--- src/rtl/li_pkg.sv ---
`default_nettype none
// ============================================================================
//  Module      : li_pkg
//  Description : Shared definitions for latency-insensitive link blocks:
//                occupancy-width helper and relay status aggregate.
//  Revision    : 1.0 - initial release
// ============================================================================
package li_pkg;

    // Width of status fields when several relay stations are aggregated.
    localparam int c_LI_STAT_W = 8;

    // Bits needed to count 0..depth inclusive.
    function automatic int li_occ_w(input int depth);
        return $clog2(depth + 1);
    endfunction

    // Occupancy and high-water mark of one relay station.
    typedef struct packed {
        logic [c_LI_STAT_W-1:0] occupancy;
        logic [c_LI_STAT_W-1:0] high_water;
    } li_relay_status_t;

endpackage
`default_nettype wire

--- src/rtl/li_link.sv ---
`default_nettype none
// ============================================================================
//  Module      : li_link
//  Description : Latency-insensitive link: data/valid forward, stop backward.
//  Revision    : 1.0 - initial release
// ============================================================================
interface li_link #(
    parameter int WIDTH = 6
);
    logic [WIDTH-1:0] data;
    logic             valid;
    logic             stop;

    modport source (output data, output valid, input stop);
    modport sink   (input data, input valid, output stop);
endinterface
`default_nettype wire

--- src/rtl/li_relay_ring.sv ---
`default_nettype none
// ============================================================================
//  Module      : li_relay_ring
//  Description : Circular buffer holding packets queued behind the relay
//                head register. Read data is combinational and feeds only
//                the head register. Caller never writes when full nor reads
//                when empty.
//  Revision    : 1.0 - initial release
// ============================================================================
module li_relay_ring #(
    parameter int WIDTH = 6,
    parameter int DEPTH = 3
) (
    input  logic             clk,
    input  logic             reset,
    input  logic             wr_en,
    input  logic [WIDTH-1:0] wr_data,
    input  logic             rd_en,
    output logic [WIDTH-1:0] rd_data,
    output logic             empty
);

    localparam int c_PTR_W = (DEPTH > 1) ? $clog2(DEPTH) : 1;
    localparam int c_CNT_W = $clog2(DEPTH + 1);
    localparam logic [c_PTR_W-1:0] c_LAST_PTR = c_PTR_W'(DEPTH - 1);

    logic [WIDTH-1:0]   r_mem [DEPTH];
    logic [c_PTR_W-1:0] r_wr_ptr;
    logic [c_PTR_W-1:0] r_rd_ptr;
    logic [c_CNT_W-1:0] r_count;

    // Pointers wrap modulo DEPTH, which need not be a power of two.
    function automatic logic [c_PTR_W-1:0] next_ptr(input logic [c_PTR_W-1:0] p);
        return (p == c_LAST_PTR) ? '0 : p + c_PTR_W'(1);
    endfunction

    // Storage array; contents deliberately survive reset.
    always_ff @(posedge clk) begin
        if (wr_en) begin
            r_mem[r_wr_ptr] <= wr_data;
        end
    end

    // Pointer and fill-count bookkeeping.
    always_ff @(posedge clk) begin
        if (reset) begin
            r_wr_ptr <= '0;
            r_rd_ptr <= '0;
            r_count  <= '0;
        end else begin
            if (wr_en) begin
                r_wr_ptr <= next_ptr(r_wr_ptr);
            end
            if (rd_en) begin
                r_rd_ptr <= next_ptr(r_rd_ptr);
            end
            if (wr_en && !rd_en) begin
                r_count <= r_count + c_CNT_W'(1);
            end else if (rd_en && !wr_en) begin
                r_count <= r_count - c_CNT_W'(1);
            end
        end
    end

    assign rd_data = r_mem[r_rd_ptr];
    assign empty   = (r_count == '0);

endmodule
`default_nettype wire

--- src/rtl/li_relay_fifo.sv ---
`default_nettype none
// ============================================================================
//  Module      : li_relay_fifo
//  Description : Latency-insensitive relay station with DEPTH packets of
//                buffering (head register + ring). All link outputs come
//                from flops; void packets are dropped; occupancy and a
//                clearable high-water mark are exported.
//  Revision    : 1.0 - initial release
// ============================================================================
module li_relay_fifo
    import li_pkg::*;
#(
    parameter int WIDTH = 6,
    parameter int DEPTH = 4,
    parameter int OCC_W = li_occ_w(DEPTH)
) (
    input  logic             clk,
    input  logic             reset,
    li_link.sink             in_link,
    li_link.source           out_link,
    input  logic             hwm_clear,
    output logic [OCC_W-1:0] occupancy,
    output logic [OCC_W-1:0] high_water
);

    localparam logic [OCC_W-1:0] c_FULL = OCC_W'(DEPTH);

    logic [WIDTH-1:0] r_head_data;
    logic             r_head_valid;
    logic             r_stop;
    logic [OCC_W-1:0] r_occ;
    logic [OCC_W-1:0] r_hwm;

    logic             w_push;
    logic             w_pop;
    logic             w_head_free;
    logic             w_ring_rd;
    logic             w_ring_wr;
    logic             w_head_take_in;
    logic             w_ring_empty;
    logic [WIDTH-1:0] w_ring_data;
    logic [OCC_W-1:0] w_occ_next;

    // Stop is registered, so push depends only on in_link.valid and state.
    assign w_push         = in_link.valid & ~r_stop;
    assign w_pop          = r_head_valid & ~out_link.stop;
    assign w_head_free    = ~r_head_valid | w_pop;
    assign w_ring_rd      = w_head_free & ~w_ring_empty;
    // The input bypasses the ring only when nothing older is queued.
    assign w_head_take_in = w_head_free & w_ring_empty & w_push;
    assign w_ring_wr      = w_push & ~w_head_take_in;
    assign w_occ_next     = r_occ + OCC_W'(w_push) - OCC_W'(w_pop);

    li_relay_ring #(
        .WIDTH (WIDTH),
        .DEPTH (DEPTH - 1)
    ) u_ring (
        .clk     (clk),
        .reset   (reset),
        .wr_en   (w_ring_wr),
        .wr_data (in_link.data),
        .rd_en   (w_ring_rd),
        .rd_data (w_ring_data),
        .empty   (w_ring_empty)
    );

    // Head register: refill from the ring first, else from the input.
    always_ff @(posedge clk) begin
        if (reset) begin
            r_head_data  <= '0;
            r_head_valid <= 1'b0;
        end else if (w_ring_rd) begin
            r_head_data  <= w_ring_data;
            r_head_valid <= 1'b1;
        end else if (w_head_take_in) begin
            r_head_data  <= in_link.data;
            r_head_valid <= 1'b1;
        end else if (w_head_free) begin
            r_head_valid <= 1'b0;
        end
    end

    // Occupancy count and the upstream stop derived from it.
    always_ff @(posedge clk) begin
        if (reset) begin
            r_occ  <= '0;
            r_stop <= 1'b0;
        end else begin
            r_occ  <= w_occ_next;
            r_stop <= (w_occ_next == c_FULL);
        end
    end

    // High-water tracker; clear reloads with the new occupancy.
    always_ff @(posedge clk) begin
        if (reset) begin
            r_hwm <= '0;
        end else if (hwm_clear) begin
            r_hwm <= w_occ_next;
        end else if (w_occ_next > r_hwm) begin
            r_hwm <= w_occ_next;
        end
    end

    assign out_link.data  = r_head_data;
    assign out_link.valid = r_head_valid;
    assign in_link.stop   = r_stop;
    assign occupancy      = r_occ;
    assign high_water     = r_hwm;

endmodule
`default_nettype wire

--- src/flat_wrapper.sv ---
// flat-port wrapper written by rule: the top's interface ports become plain ports
module li_relay_fifo_flat import li_pkg::*;
#(
    parameter int WIDTH = 6,
    parameter int DEPTH = 4,
    parameter int OCC_W = li_occ_w(DEPTH)
)
  (clk, reset, hwm_clear, occupancy, high_water, in_link_data, in_link_valid, in_link_stop, out_link_data, out_link_valid, out_link_stop);
  li_link #(.WIDTH(WIDTH)) in_link_i ();
  li_link #(.WIDTH(WIDTH)) out_link_i ();
  input  logic clk;
  input  logic reset;
  input  logic hwm_clear;
  output logic [OCC_W-1:0] occupancy;
  output logic [OCC_W-1:0] high_water;
  input wire logic [$bits(in_link_i.data)-1:0] in_link_data;
  input wire logic [$bits(in_link_i.valid)-1:0] in_link_valid;
  output wire logic [$bits(in_link_i.stop)-1:0] in_link_stop;
  output wire logic [$bits(out_link_i.data)-1:0] out_link_data;
  output wire logic [$bits(out_link_i.valid)-1:0] out_link_valid;
  input wire logic [$bits(out_link_i.stop)-1:0] out_link_stop;
  assign in_link_i.data = in_link_data;
  assign in_link_i.valid = in_link_valid;
  assign in_link_stop = in_link_i.stop;
  assign out_link_data = out_link_i.data;
  assign out_link_valid = out_link_i.valid;
  assign out_link_i.stop = out_link_stop;
  li_relay_fifo #(.WIDTH(WIDTH), .DEPTH(DEPTH), .OCC_W(OCC_W)) u_core (.clk(clk), .reset(reset), .in_link(in_link_i), .out_link(out_link_i), .hwm_clear(hwm_clear), .occupancy(occupancy), .high_water(high_water));
endmodule
--- config.mk ---
export PLATFORM = sky130hd
export DESIGN_NAME = li_relay_fifo_flat
export DESIGN_NICKNAME = d
export VERILOG_FILES = /design/src/rtl/li_pkg.sv /design/src/rtl/li_link.sv /design/src/rtl/li_relay_ring.sv /design/src/rtl/li_relay_fifo.sv /design/src/flat_wrapper.sv
export SDC_FILE = /design/constraint.sdc
export NUM_CORES = 1
export LEC_CHECK = 0
export CAP_MARGIN = 5
export CELL_PAD_IN_SITES_DETAIL_PLACEMENT = 0
export CELL_PAD_IN_SITES_GLOBAL_PLACEMENT = 2
export CORE_ASPECT_RATIO = 0.6
export CORE_MARGIN = 8
export CORE_UTILIZATION = 42
export CTS_BUF_LIST = sky130_fd_sc_hd__clkbuf_4
export CTS_CLUSTER_SIZE = 14
export DETAILED_ROUTE_END_ITERATION = 8
export DONT_BUFFER_PORTS = 1
export GPL_ROUTABILITY_DRIVEN = 0
export PLACE_DENSITY = 0.82
export SLEW_MARGIN = 20
export SYNTH_ARGS = -nofsm -noshare
export SYNTH_HDL_FRONTEND = slang
export SYNTH_HIERARCHICAL = 1
export SYNTH_SLANG_ARGS = --single-unit
--- constraint.sdc ---
create_clock -name clk -period 4 [get_ports clk]
set_input_delay 0.8 -clock clk [delete_from_list [all_inputs] [get_ports clk]]
set_output_delay 0.8 -clock clk [all_outputs]
set_load 0.01 [all_outputs]
==> summary.md, run 1 <==
The clock insertion delay at the later pin of the skew report is 350 ps, and the peak per-stage delay on the critical path is 400 ps. The tools report the overall via count from detail_route as 1,093. The finished cells cover 1800 sq um. In this run the remaining antenna-violating nets after routing total 0. The kind of end point of the critical path was a register. Via count of the first global-routing pass: 1,032.

The run finished with clean final reports. The floorplan step defined a die boundary enclosing 6310 sq um. The headroom to the max-slew limit came out at 59.4%. The die is 97.3 um wide. Detailed routing placed a total of 1.40 mm of wire on met2. Global routing finished with a remaining overflow of 0. The data arrival time at the worst-slack endpoint was 3290 ps; the static power due to leakage was 0.644 nW. The repair_antennas step left the layout with diodes totalling 0. In the final timing run, aggregate negative setup slack is 0 ps. The total core area was 3740 sq um; the number of clock sinks was 40. In the final routed layout, each cell accounts on average for 16.5 um. The vertical die dimension is 64.8 um. Pre-CTS worst setup slack: 689 ps.

Post-layout worst setup margin: 997 ps. In this run the worst path has a maximum fanout of 5. The synthesized design contains 40 register bits. The run gives 333 MHz as the achievable frequency. The detailed router finished its first iteration with 65 violations. Summing all flip-flop and latch instances after layout gives 981 sq um. The wire length reported by the detailed router is 3.31 mm.

The Yosys step of the flow raised 6 warnings. The worst setup skew after layout is 13.2 ps. The post-detailed-route via-to-cell ratio is 5.47. After detailed placement, the total cell area comes to 1720 sq um.

The most numerous cell type found on the critical path is ha_1. Sequential cells were found to cover 58.9% of the synthesized design area. Once the floorplan was initialized, standard cells occupied 44.5% of the core. In the final layout, the share of cells above drive strength 1 is 11.1%. Time the final worst path needs with I/O delays and setup: 3000 ps.

Setup violations remaining at the end of the flow were counted as 0. In this run, post-CTS hold repair placed 0 buffers. The first global-routing pass estimated 5.21 mm of wire.

The top-level I/O count is 25, and the area added between synthesis and finish is 8.18%. The maximum number of pins on one net before global-route repair is 20, and the CTS H-tree depth is 2. During placement, the flow inserted port buffers numbering 0. The post-CTS repair timing setup buffer count is 0, and the standard-cell row count is 17. For this run, design rule violations remaining after detail routing come to 0.

For the worst setup path, the data required time is 4280 ps. The worst setup path is launched from a register. The clock slew seen by the registers of the worst setup and hold paths came out at 120 ps.

In the global route stage, overall resource usage came out at 10.6%. The worst setup path is of the reg -> reg kind. The most used flip-flop cell after synthesis is dfxtp_1. Setup repair after global routing left no endpoint under its margin. At the pin with the least slew margin, the transition time is 606 ps. In this run the worst hold path is classified as reg -> reg.

Counting flops with a built-in enable in the synthesized netlist gives 18. The critical-path cell with the highest stage delay is dfxtp_1. The number of gates resized after CTS was 0. The final HPWL from detailed placement is 2.46 mm, and the count of pins over their slew limit is 0. In this design, the largest share of critical-path delay is due to adder cells. The buffer and inverter count on the worst path is 1. The critical path goes through nor2b_1, ha_1, inv_1, ha_1, fa_1, xor2_1, xnor2_1, ha_1, or2_2, a21oi_1, o21ai_0, a21oi_1. TritonCTS built the clock tree. The async set-reset flop share out of synthesis came out at 0%. The run gives 1.61 mm as the met1 routed wirelength after detailed routing. In the final design database the tool counted 170 nets. The post-synth design cell area came out at 1670 sq um. The first-pass iteration count of the detailed router was 5; the number of hold violations in the final report was 0. The number of distinct library cells after synthesis is 33. The tools report the clock tree root buffer cell as clkbuf_4.

The clock passes through at most 2 buffers. The synthesized netlist cell count was 147; the number of clock buffers inserted by TritonCTS was 5. The number of antenna violations at the first check in global routing came out at 0. In the detailed route, the total length drawn on met3 is 232 um. For the synthesized netlist net count, the log shows 165. Max-cap violations in this run came to 0. The number of fill cells in the layout was 340; the post-synthesis average cell area was 11.3 sq um. VDD sags by at most 391 uV. Highest metal layer used by the detailed router: met4.

For this design the ratio of total power to cell area is 826 nW/um^2. The logs give 0.00149 W for the sum of internal, switching and leakage power and 638 sq um for the combined area of the multi-input logic cells. The share of the cycle needed by the critical path after routing came out at 75.1%.
[layout by cell type, fill, tap and decap left out, types with 2 or more instances in the layout]
cell | Yosys | routed
o221ai_1 | 6 | 6
nand3_1 | 3 | 3
clkbuf_4 | 0 | 5
edfxtp_1 | 18 | 18
nor3_1 | 2 | 2
mux2i_1 | 6 | 6
nor2_1 | 9 | 9
inv_1 | 8 | 8
buf_4 | 0 | 2
o21ai_0 | 9 | 9
nand2_1 | 15 | 15
nor2b_1 | 3 | 3
nor3b_1 | 2 | 2
dfxtp_1 | 22 | 22
xor2_1 | 3 | 3
ha_1 | 6 | 6
a21oi_1 | 15 | 15
[final timing paths]
path,from,endpoint,slack (ps),depth (start not counted)
max,u_core/out_link.valid,u_core/high_water[0],1000,12
min,u_core/u_ring/r_count[1],u_core/u_ring/r_count[1],490,2
max reg2reg,u_core/out_link.valid,u_core/high_water[0],1000,12
min reg2reg,u_core/u_ring/r_count[1],u_core/u_ring/r_count[1],490,2
[worst reg2reg max path, cell delays in order (launching register included)]
cell and delay, ps:
dfxtp_1 400, nor2b_1 160, ha_1 260, inv_1 40
ha_1 170, fa_1 370, xor2_1 160, xnor2_1 290
ha_1 310, or2_2 310, a21oi_1 200, o21ai_0 120
a21oi_1 150
[registers in the layout, summed over array words and instances, names as in the netlist, named ones only]
| name | cells |
|---|---|
| u_core/out_link.data | 6 |
| u_core/u_ring/r_rd_ptr | 2 |
| u_core/in_link.stop | 1 |
| u_core/out_link.valid | 1 |
| u_core/u_ring/r_mem | 18 |
| u_core/occupancy | 3 |
| u_core/u_ring/r_count | 2 |
| u_core/high_water | 3 |
| u_core/u_ring/r_wr_ptr | 2 |
[cells in the mapped netlist (2+ instances only)]
cell	count	area share, %
dfxtp_1	22	26
edfxtp_1	18	32
a21oi_1	15	4.5
nand2_1	15	3.4
nor2_1	9	2.0
o21ai_0	9	2.7
inv_1	8	1.8
ha_1	6	4.5
mux2i_1	6	3.6
o221ai_1	6	3.2
nand3_1	3	0.90
nor2b_1	3	1.1
xor2_1	3	1.6
buf_2	2	0.60
clkbuf_1	2	0.45
nor3_1	2	0.60
nor3b_1	2	0.90
[area by class of cell]
cell class	count	area share [%]
Sequential cell	40	54.4
Multi-Input combinational cell	95	35.4
Tap cell	47	3.26
Clock inverter	3	2.36
Clock buffer	5	2.08
Inverter	8	1.67
Timing Repair Buffer	2	0.833
[report_power, final]
| part | internal, W | switching, W |
|---|---|---|
| Clock | 0.000130 | 0.000129 |
| Combinational | 0.000261 | 0.000324 |
| Sequential | 0.000536 | 0.000109 |
[kinds of logic (layout without fill, tap and decap cells)]
group,after synthesis,after routing,synth area share (%)
adder cells (fa/ha/maj),7,7,5.71
XOR/XNOR,4,4,2.10
multiplexers,7,7,4.28
flip-flops,40,40,58.9
buffers and inverters,12,18,2.85
AND/OR/NAND/NOR,42,42,13.3
AO/OA/AOI/OAI,35,35,12.9
[per-layer routing]
metal / vias up / global-route usage (%)
li1: 540 / -
met1: 513 / 13.5
met2: 31 / 15.2
met3: 9 / 4.02
met4: 0 / 5.82
met5: - / 0
[per-stage QoR]
step           util (%)  hold WS [ps]  cells
6_report           48.2           493    200
5_1_grt            48.2           467    200
4_1_cts            48.2           493    200
3_5_place_dp       46.0           477    192
3_3_place_gp       46.0           462    192
2_1_floorplan         -           452    147
No activity file was read; power rests on OpenSTA's default activity.
==> run 2, diff against run 1 <==
clock period = 3.1 ns   (was 4 ns; I/O delays follow)
==> summary.md, run 2 (synthesized netlist as in run 1, its figures left out) <==
The logs give 2 (unchanged) for the CTS H-tree depth and 329 ps (was 493 ps) for the worst hold slack. The sum of negative setup slack came out at 0 ps (unchanged). Residual antenna-violating net count after detailed routing: 0 (unchanged).

Flop-to-flop setup slack: 190 ps (was 1000 ps). For the placed instance count, the log shows 195 (was 192). The type of the worst setup path was reg -> reg (unchanged). The run gives 71.7 ps (was 689 ps) as the pre-CTS worst setup slack.

The aggregate global routing overflow came out at 0 (unchanged). The endpoint of the lowest-slack register-to-register path was u_core/high_water[2] (was u_core/high_water[0]). The number of flip-flops in the largest register works out to 18 (unchanged).

Achievable frequency: 344 MHz (was 333 MHz). TritonCTS built the clock tree. The tools report the number of setup violations in the final report as 0 (unchanged). Slew at the pin with the worst max-slew slack: 633 ps (was 606 ps). Kind of start point of the critical path: a register (unchanged). The tools report the kind of end point of the critical path as a register (unchanged). The tools report the final standard cell count with taps included and fillers excluded as 203 (was 200). For the final HPWL from detailed placement, the log shows 2.55 mm (was 2.46 mm).

The type of the most critical hold path is in -> reg (was reg -> reg). For the number of maximum-capacitance constraint violations, the log shows 0 (unchanged). The register with the most flip-flops is u_core/u_ring/r_mem (unchanged). The final net count was 173 (was 170); the number of antenna violations at the first check in global routing was 0 (unchanged).

The worst setup skew after layout was 14.6 ps (was 13.2 ps). The maximum fanout count along the critical path came out at 5 (unchanged). The number of diodes came out at 0 (unchanged). The clock insertion delay at the later pin of the skew report is 340 ps (was 350 ps), and the first-pass GRT wire length is 5.40 mm (was 5.21 mm). The post-layout worst setup margin was 189 ps (was 997 ps); the number of hold violations in the final report was 0 (unchanged). The sum of internal, switching and leakage power is 0.00199 W (was 0.00149 W), and the number of clock sinks is 40 (unchanged). The tools report the total core area as 3740 sq um (unchanged).

The logs give 10.9% (was 10.6%) for the overall routing resource usage and 2 (unchanged) for the worst-case clock buffer depth. The area added between synthesis and finish was 9.76% (was 8.18%); the share of the cycle needed by the critical path after routing was 93.9% (was 75.1%). The start of the worst register-to-register path was u_core/in_link.stop (was u_core/out_link.valid). The worst reg-to-reg path cell count came out at 12 (unchanged). The post-detailed-route via-to-cell ratio is 5.46 (was 5.47), and the post-detailed-route DRC marker count is 0 (unchanged). The maximum number of pins on one net before global-route repair was 20 (unchanged).

The time the final worst path needs with I/O delays and setup is 2910 ps (was 3000 ps). Top library cells by usage in the layout, fill and taps aside: 22 x dfxtp_1, 18 x edfxtp_1, 15 x nand2_1 (was 22 x dfxtp_1, 18 x edfxtp_1, 15 x nand2_1, 15 x a21oi_1). The clock tree root buffer cell is clkbuf_4 (unchanged).

Setup repair after global routing left no endpoint under its margin. The starting DRC count in detailed routing was 62 (was 65); the required time of the worst setup path was 3330 ps (was 4280 ps). The initial cell density of the core was 44.5% (unchanged); the power density of the placed cells was 1090 nW/um^2 (was 826 nW/um^2). The tools report the power spent charging and discharging nets as 0.000753 W (was 0.000563 W). The area enclosed by the die boundary is 6310 sq um (unchanged), and the number of clock buffers inserted by TritonCTS is 5 (unchanged).

The tools report the fraction of power consumed by combinational cells as 41.6% (was 39.2%). Leading cell type in the layout, fill and taps excluded: dfxtp_1 (unchanged). The count of pins over their slew limit was 0 (unchanged); the cts-stage hold buffer count was 0 (unchanged). For the power share of the clock group, the log shows 16.7% (was 17.4%). The capture point of the critical path is u_core/high_water[2] (was u_core/high_water[0]).

The peak ir drop on the vdd network is 459 uV (was 391 uV). The overall via count from detail_route was 1,109 (was 1,093). The clock slew seen by the registers of the worst setup and hold paths is 120 ps (about the same), and the data arrival time at the worst-slack endpoint is 3140 ps (was 3290 ps). Switching share of power: 37.8% (about the same).

For the top-level I/O count, the log shows 25 (unchanged). The run gives 57.6% (was 59.4%) as the headroom to the max-slew limit. The vertical die dimension is 64.8 um (unchanged). The tools report the standard-cell row count as 17 (unchanged).

The fraction of final layout cells sized beyond drive strength 1 was 13.5% (was 11.1%); the first-pass iteration count of the detailed router was 4 (was 5). The run finished with clean final reports. The static power due to leakage was 0.660 nW (was 0.644 nW); the cell-internal power was 0.00124 W (was 0.000927 W). Launching element of the worst setup path: u_core/in_link.stop (was u_core/out_link.valid). The port buffer count was 0 (unchanged); the horizontal die dimension was 97.3 um (unchanged). The wire length per cell is 16.9 um (was 16.5 um), and the via count of the first global-routing pass is 1,054 (was 1,032).

For the wire length reported by the detailed router, the log shows 3.43 mm (was 3.31 mm). The tools report the share of power burned in registers as 41.7% (was 43.3%).
==> run 2: worst min path at each step <==
stage | startpoint | to | slack [ps] | cells past startpoint
floorplan | u_core/u_ring/r_count[1] | u_core/u_ring/r_count[1] | 450 | 2
global placement | u_core/u_ring/r_count[1] | u_core/u_ring/r_count[1] | 460 | 2
detailed placement | u_core/u_ring/r_count[1] | u_core/u_ring/r_count[1] | 480 | 2
CTS | reset | u_core/occupancy[0] | 310 | 1
global route | reset | u_core/occupancy[0] | 290 | 1
finish | reset | u_core/occupancy[0] | 330 | 1
==> run 2: critical path: stages (launching register included) <==
cell and delay, ps:
dfxtp_1 360, nand2b_4 170, ha_1 270, inv_1 40, ha_1 170, fa_1 370, xor2_1 160, xnor2_1 240
ha_1 290, or2_2 320, a21o_1 190, a21oi_1 150, nor3_1 60
==> run 2: stage by stage <==
stage / cell area [sq um] / utilization (%)
global placement: 1750 / 46.6
floorplan: 1670 / -
detailed placement: 1750 / 46.6
CTS: 1830 / 48.8
finish: 1830 / 48.9
global route: 1830 / 48.9
==> run 2: area by class of cell <==
cell class                      instances  area (sq um)
Fill cell                             335          1910
Sequential cell                        40           981
Multi-Input combinational cell         95           642
Tap cell                               47          58.8
Clock inverter                          3          42.5
Clock buffer                            5          37.5
Timing Repair Buffer                    5          37.5
Inverter                                8          30.0
==> run 2: power groups by stage <==
stage	combinational, W	clock [W]	sequential, W
detailed placement	0.000796	0	0.000849
finish	0.000829	0.000332	0.000830
floorplan	0.000614	0	0.000799
global placement	0.000778	0	0.000843
CTS	0.000805	0.000344	0.000836
global route	0.000911	0.000364	0.000852
==> run 2: what timing repair did <==
| action | in CTS | in global routing |
|---|---|---|
| setup endpoints to repair | 0 | 1 |
| hold endpoints to repair | 0 | 0 |
| buffers inserted | 0 | 0 |
| gates resized for setup | 0 | 1 |
==> run 2: metal layers <==
metal / wire (um) / up-vias / track usage [%]
met3: 296 / 4 / 4.66
li1: - / 545 / -
met1: 1660 / 527 / 14.0
met2: 1430 / 33 / 15.5
met5: 0 / - / 0
met4: 44 / 0 / 5.44
